<file path="config.mk">
export PLATFORM = sky130hd
export DESIGN_NAME = cache_block_ctrl
export DESIGN_NICKNAME = d
export VERILOG_FILES = /design/src/rtl/cache_block_ctrl.sv
export SDC_FILE = /design/constraint.sdc
export NUM_CORES = 2
export LEC_CHECK = 0
export ABC_AREA = 1
export CAP_MARGIN = 10
export CORE_MARGIN = 5
export CORE_UTILIZATION = 26
export CTS_CLUSTER_SIZE = 14
export DETAILED_ROUTE_END_ITERATION = 7
export DONT_BUFFER_PORTS = 1
export PLACE_DENSITY = 0.48
export SLEW_MARGIN = 20
export SYNTH_ARGS = -nofsm -noshare
export SYNTH_HDL_FRONTEND = slang
export SYNTH_SLANG_ARGS = --single-unit
</file>
<file path="constraint.sdc">
create_clock -name clk -period 11.4 [get_ports clk]
set_clock_uncertainty 0.2 [all_clocks]
set_input_delay 3.42 -clock clk [delete_from_list [all_inputs] [get_ports clk]]
set_output_delay 3.42 -clock clk [all_outputs]
set_load 0.05 [all_outputs]
</file>
<file path="src/rtl/cache_block_ctrl.sv">
// Valid/tag store plus miss-fill and flush-sweep sequencing for a 128-block direct-mapped cache.
// block_address feeds the external 7-to-128 decoder; block_we qualifies the decoded data-array write.
module cache_block_ctrl #(
    parameter int WORDS_PER_BLOCK = 4,
    parameter int WOFF_W          = $clog2(WORDS_PER_BLOCK),
    parameter int TAG_W           = 32 - 7 - WOFF_W - 2
) (
    input  logic              clk,
    input  logic              reset,
    input  logic              req_valid,
    input  logic [31:0]       req_addr,
    output logic              req_ready,
    input  logic              flush,
    output logic              busy,
    output logic              mem_req,
    output logic [31:0]       mem_addr,
    input  logic              mem_ack,
    output logic [6:0]        block_address,
    output logic              block_we,
    output logic [WOFF_W-1:0] fill_word
);

    localparam logic [1:0] IDLE  = 2'd0;
    localparam logic [1:0] FILL  = 2'd1;
    localparam logic [1:0] FLUSH = 2'd2;

    logic [1:0]       state;
    logic [127:0]     valid;
    logic [TAG_W-1:0] tags [0:127];
    logic [TAG_W-1:0] fill_tag;
    logic [6:0]       fill_idx;
    logic [WOFF_W-1:0] beat;
    logic [6:0]       counter;
    logic             flush_pending;

    logic [6:0]       req_idx;
    logic [TAG_W-1:0] req_tag;
    logic             hit;
    logic             last_beat;
    logic             unused_bits;

    assign req_idx     = req_addr[WOFF_W+8:WOFF_W+2];
    assign req_tag     = req_addr[31:WOFF_W+9];
    assign unused_bits = ^req_addr[WOFF_W+1:0];
    assign last_beat   = (beat == WOFF_W'(WORDS_PER_BLOCK - 1));
    assign hit         = (state == IDLE) && req_valid && valid[req_idx] && (tags[req_idx] == req_tag);

    always_comb begin
        // A flush waiting to be taken blocks service even for a hit.
        req_ready     = hit && !flush && !flush_pending;
        busy          = (state != IDLE);
        mem_req       = 1'b0;
        mem_addr      = '0;
        block_we      = 1'b0;
        fill_word     = '0;
        block_address = req_idx;
        case (state)
            FILL: begin
                mem_req       = 1'b1;
                mem_addr      = {fill_tag, fill_idx, beat, 2'b00};
                block_address = fill_idx;
                block_we      = mem_ack;
                fill_word     = mem_ack ? beat : '0;
            end
            FLUSH: block_address = counter;
            default: ;
        endcase
    end

    always_ff @(posedge clk) begin
        if (reset) begin
            state         <= IDLE;
            valid         <= '0;
            beat          <= '0;
            counter       <= '0;
            flush_pending <= 1'b0;
        end else begin
            case (state)
                IDLE: begin
                    if (flush || flush_pending) begin
                        state         <= FLUSH;
                        counter       <= '0;
                        flush_pending <= 1'b0;
                    end else if (req_valid && !hit) begin
                        state          <= FILL;
                        fill_tag       <= req_tag;
                        fill_idx       <= req_idx;
                        beat           <= '0;
                        valid[req_idx] <= 1'b0;
                    end
                end
                FILL: begin
                    if (flush)
                        flush_pending <= 1'b1;
                    if (mem_ack) begin
                        beat <= beat + 1'b1;
                        if (last_beat) begin
                            valid[fill_idx] <= 1'b1;
                            state           <= IDLE;
                        end
                    end
                end
                FLUSH: begin
                    if (flush)
                        flush_pending <= 1'b1;
                    valid[counter] <= 1'b0;
                    counter        <= counter + 7'd1;
                    if (counter == 7'd127)
                        state <= IDLE;
                end
                default: state <= IDLE;
            endcase
        end
    end

    // Tags carry no reset; a line is only trusted once its valid bit is set.
    always_ff @(posedge clk) begin
        if (!reset && state == FILL && mem_ack && last_beat)
            tags[fill_idx] <= fill_tag;
    end

endmodule

</file>
== Word level (Yosys, flattened, before mapping) ==
Memory sizes are Yosys's and may differ from the RTL's.
Cells that the tools add are included.

* Bitwise logic cells: 7
* Div/mod/pow operators: 0
* Muxes and demuxes: 36
* Shift operators: 0
* Reduce and logical (&&, ||, !) cells: 30
* $mul: 0
* Magnitude comparators: 6
* Equal/unequal tests: 13
* $add $sub $neg: 2

{| class="wikitable"
|+ Operators with widths
! kind !! count
|-
| 128-bit 2-to-1 mux || 4
|-
| 128-bit case mux with 3 select lines || 1
|-
| 128-bit bitwise AND || 2
|-
| 128-bit inverter || 2
|-
| 128-bit OR || 1
|-
| 32-bit 2-to-1 mux || 1
|-
| 7-bit case mux with 2 select lines || 2
|-
| 7-bit by 8-bit < comparator with 1-bit output (second input constant) || 3
|-
| 1-bit demux with 7-bit select || 3
|-
| 21-bit == test || 1
|-
| 7-bit by 1-bit greater-or-equal comparator with 1-bit output (second input constant) || 3
|-
| 2-bit 2-to-1 mux || 10
|-
| 1-bit logical AND || 12
|-
| 4-bit AND reduction || 3
|-
| 1-bit 2-to-1 mux || 10
|-
| 2-bit inequality test (second input constant) || 4
|-
| 2-bit nonzero test || 4
|-
| 7-bit by 1-bit adder with 7-bit output (second input constant) || 1
|-
| 1-bit binary-select mux with 7-bit select || 1
|-
| 7-bit == test (second input constant) || 1
|-
| 7-bit 2-to-1 mux || 1
|-
| 2-bit by 1-bit inequality test with 1-bit output (second input constant) || 3
|-
| 2-bit case mux with 3 select lines || 1
|-
| 5-bit AND reduction || 1
|-
| other kinds (14) || 19
|}

* Memories kept: 1
* RAM bits: 2688
* Logic and storage cells: 102
* Register bits: 168
* Bits of input ports: 37
* Output and inout bits: 45
* Bits in latches: 0
* ROM bits: 0

{| class="wikitable"
|+ Memory list
! name !! words !! width !! read ports !! clocked after memory_dff !! wr ports !! RTL line !! text
|-
| tags || 128 || 21 || 1 || 0 || 1 || 29 || <nowiki>logic [TAG_W-1:0] tags [0:127];</nowiki>
|}

== Logic depth before layout (Yosys ltp) ==
* Depth in word-level cells: 9
* Mapped depth: 29

== Worst setup path after synthesis ==
OpenSTA, ideal clock, no wires.

* Path kind: input to output
* Start point: input port req_addr[4]
* End point: output port req_ready
* Cell stages on the path: 18
* Data required time: 7.780 ns
* Arrival: 5.898 ns
* Setup slack: 1.882 ns
* Path through: buf_4 buf_6 buf_6 buf_2 buf_4 o211ai_1 nand2_1 o21ai_1 nand2_1 nor2_1 nor2_1 nor2_1 nand3b_1 nand2_1 nand3_1 nor2_1 nand3_2 nor2_1

* Word-level cells in the longest chain between the ends: 6
* Elaborated cells between the ends (all ways): 8
* Those cells by class: 1 x eq/ne; 2 x mux; 4 x reduce/logical; 1 x memory

{| class="wikitable"
|+ RTL lines
! element !! RTL line !! text
|-
| from (decl) || 11 || <nowiki>input logic [31:0] req_addr,</nowiki>
|-
| parallel branches: the longest is 3 deep, another holds memory 128 x 21 bit || -- ||
|-
| 1-bit logical AND (*) || 46 || <nowiki>assign hit = (state == IDLE) && req_valid && valid[req_idx] && (tags[req_idx] == req_tag);</nowiki>
|-
| 1-bit logical AND (*) (2 in a row) || 50 || <nowiki>req_ready = hit && !flush && !flush_pending;</nowiki>
|-
| to (decl) || 12 || <nowiki>output logic req_ready,</nowiki>
|}

Mark *: on every way between the ends. The select of a mux whose other input is x is not followed.

== Final worst setup path ==
Same ends and word-level chain as after synthesis.

==> impl_metrics.tcl <==
set metrics [dict create \
    outcome "complete, but fails checks" \
    violations "negative setup slack" \
    top_usage_layer "met2" \
    fin_ws_ns -0.0555 \
    cts_root_buffer "clkbuf_16" \
    postCtsSetupRepairBufs 0 \
    synth_area_leaders "edfxtp_1, nand2_1, nor2_1" \
    num_rows 253 \
    slowest_stage "buf_16" \
    critPathArrivalTime_ns 7.84 \
    multiInputGateArea_mm2 0.0325 \
    synth-compound-area-share_pct 6.48 \
    firstDrtPassIters 6 \
    p_leak_nw 55.2 \
    synthCells 12000 \
    grt_pass1_wl_um 593000 \
    synth_fa_ha_area_share_pct 0.0606 \
    vias 86100 \
    max_slew_margin_pct 18.1 \
    synth_ff_type "edfxtp_1" \
    synth_most_common_cell "nand2_1" \
    drc_errors 0 \
    synth_seq_area_share_pct 68.1 \
    routed_wl_um 421000 \
    ios 82 \
    avgSynthCellArea_um2 10.3 \
    grt_util_all_layers_pct 16.4 \
    crit_chain "buf_16, buf_16, buf_16, or2_0, nand3_1, nand2_1, o21ai_0, buf_4, nand2_1, nor2_1, nor2_1, nor2_1, buf_4, nand2_1, nand2_1, nand2_1, nor2_1, nand3_1, nor2_1, nand3_2, buf_12, nor2_1, buf_4" \
    fp.dieArea_mm2 0.490 \
    synth_top_family_by_area "simple AND/OR/NAND/NOR gates" \
    setup_viol 1 \
    syn_area_mm2 0.124 \
    regArea_mm2 0.0844 \
    cts_buffer_depth 4 \
    fin_area_mm2 0.144 \
    whs_ns 0.285 \
    post_drt_wl_per_cell_um 22.5 \
    holdPathStages 2 \
    overflow 0 \
    yosys.area.top_type "edfxtp_1" \
    synthMuxAreaShare_pct 0 \
    synth_commonest_cells "nand2_1, edfxtp_1, nor2_1" \
    ir_drop_mv 0.138 \
    powerDensity_mw_per_mm2 164 \
    startpoint_type "primary input" \
    max_freq_mhz 87.3 \
    crit_top_cell "nor2_1" \
    postCtsHoldBufs 0 \
    reg2reg_to "tags[53][16]$_DFFE_PP_" \
    antenna_found_initial 27 \
    tns_ns -0.0555 \
    worstSkewPairLatency_ns 0.92 \
    maxCapViolCount 0 \
    gp_congestion 0.853 \
    die_h_um 700 \
    drv_slew 0 \
    cts_tree "yes" \
    fill_cells 48700 \
    grtUsageMet3_pct 2.47 \
    use_met2_pct 26.3 \
    drt_iter0_markers 9116 \
    placed_area_mm2 0.134 \
    min_to "valid[57]$_SDFFE_PP0P_" \
    async_flop_share_pct 0 \
    start_util_pct 26.1 \
    path_max_fanout 225 \
    hp-start "valid[57]$_SDFFE_PP0P_" \
    hpwl_um 237000 \
    clock_sinks 2856 \
    grt_pass1_vias 79700 \
    fin_crit_sh_pct 100 \
    grt_start_max_net_pins 290 \
    synth-xor-area-share_pct 0 \
    critPathMaxStageDelay_ns 0.49 \
    rsz0062_at_grt "false" \
    io_buffers 0 \
    yosys.area_share.simple_pct 19.2 \
    htree_levels 5 \
    cp.required_ns 7.78 \
    synth_top_area_share_pct 65.9 \
    met1_usage_pct 23.1 \
    yosys_warnings 0 \
    synth_seq_cells 2856 \
    period_needed_ns 11.46 \
    viasPerCell 4.62 \
    min_path_type "flip-flop to flip-flop" \
    ff2ff_path_depth 9 \
    cts.clk_slew.worst_paths_ns 0.06 \
    hold_violations 0 \
    coreArea_mm2 0.475 \
    tightest_slew_ns 1.23 \
    r2r_slack_ns 6.76 \
    synthDistinctLibCells 42 \
    num-nets-final 12200 \
    synth_edf_count 2716 \
    drive_gt1_share_pct 9.54 \
    path_class "primary input to output port" \
    areaGrowthSynthToFinish_pct 16.0 \
    die_w_um 700 \
    cts_buffers 315 \
    ant_nets 0 \
    r2r-start "state[1]$_SDFFE_PP0P_" \
    end_kind "output port" \
]
[metal layers]
metal,share of wire (%),vias up
met3,6.6,576
met4,2.9,8
li1,-,40300
met1,45,42400
met2,46,2867
met5,0.10,-
[worst max-delay path by stage]
stage | slack [ns] | end | start
floorplan | 1.88 | req_ready | req_addr[4]
global placement | -0.98 | req_ready | req_addr[4]
detailed placement | -1.14 | req_ready | req_addr[4]
CTS | 0.05 | req_ready | req_addr[4]
global route | 0.02 | req_ready | req_addr[4]
finish | -0.06 | req_ready | req_addr[4]
[worst max-delay path, delay by kind of cell]
kind	cells	cell delay [ns]
compound gates	1	0.19
buf+inv	7	1.92
simple gates	15	1.64
[cell usage in the layout (no fill, tap or decap), types with 4 or more instances in the layout]
cell type  instances
nand2_1         3789
edfxtp_1        2716
inv_1           1183
nor2_1          1161
nand3_1          540
o21ai_0          470
buf_4            404
o211ai_1         379
clkbuf_16        327
a21oi_1          216
o21ai_1          141
dfxtp_1          140
or2_2            128
nor2_2            86
clkinv_1          79
clkbuf_1          73
o22ai_1           70
or2_0             58
or2_1             54
nor3_2            52
buf_12            52
clkinv_2          47
a221oi_1          33
nand4_1           30
diode_2           24
nand3b_1          22
bufinv_16         18
o221ai_1          15
a22oi_1           14
buf_16            12
nor2_4             9
inv_6              8
clkbuf_8           6
ha_1               5
bufbuf_16          5
nor3_1             4
clkinv_8           4
[kinds of logic after synthesis]
group	after synthesis
compound gates	1347
fa+ha+maj	6
buf+inv	1851
flops	2856
other cells	1
simple gates	5940
[registers in the layout, summed over array words and instances (netlist names)]
register	cells
flush_pending	1
counter	7
tags	2688
state	2
fill_idx	7
beat	2
valid	128
fill_tag	21
[per-stage QoR]
stage / total power, mW / setup slack (ns) / std cells / util, %
CTS: 23.7 / 0.0492 / 18600 / 30.2
global route: 24.4 / 0.0214 / 18600 / 30.2
detailed placement: 13.9 / -1.14 / 18100 / 28.1
finish: 23.6 / -0.0555 / 18700 / 30.3
global placement: 13.9 / -0.976 / 18100 / 28.1
floorplan: 13.1 / 1.88 / 12000 / -
[what timing repair did]
item | 4_1_cts | 5_1_grt
setup endpoints to repair | 1 | 1
resized for setup | 0 | 3
endpoints found under the hold margin | 0 | 0
gates cloned | 6 | 6
[power by group]
part / internal, mW / switching, mW
logic: 0.562 / 1.55
clock network: 5.60 / 4.22
registers: 11.5 / 0.0755
total: 17.7 / 5.85
[cell type report]
type,instances,area share [%]
sequential,2856,58.7
multi-input combinational,7295,22.6
clock buffer,400,5.84
tap,6247,5.44
timing repair buffer,479,3.28
inverter,1199,3.15
clock inverter,154,0.875
antenna,24,0.0418
Note: power is estimated with default switching activity, not from simulation.
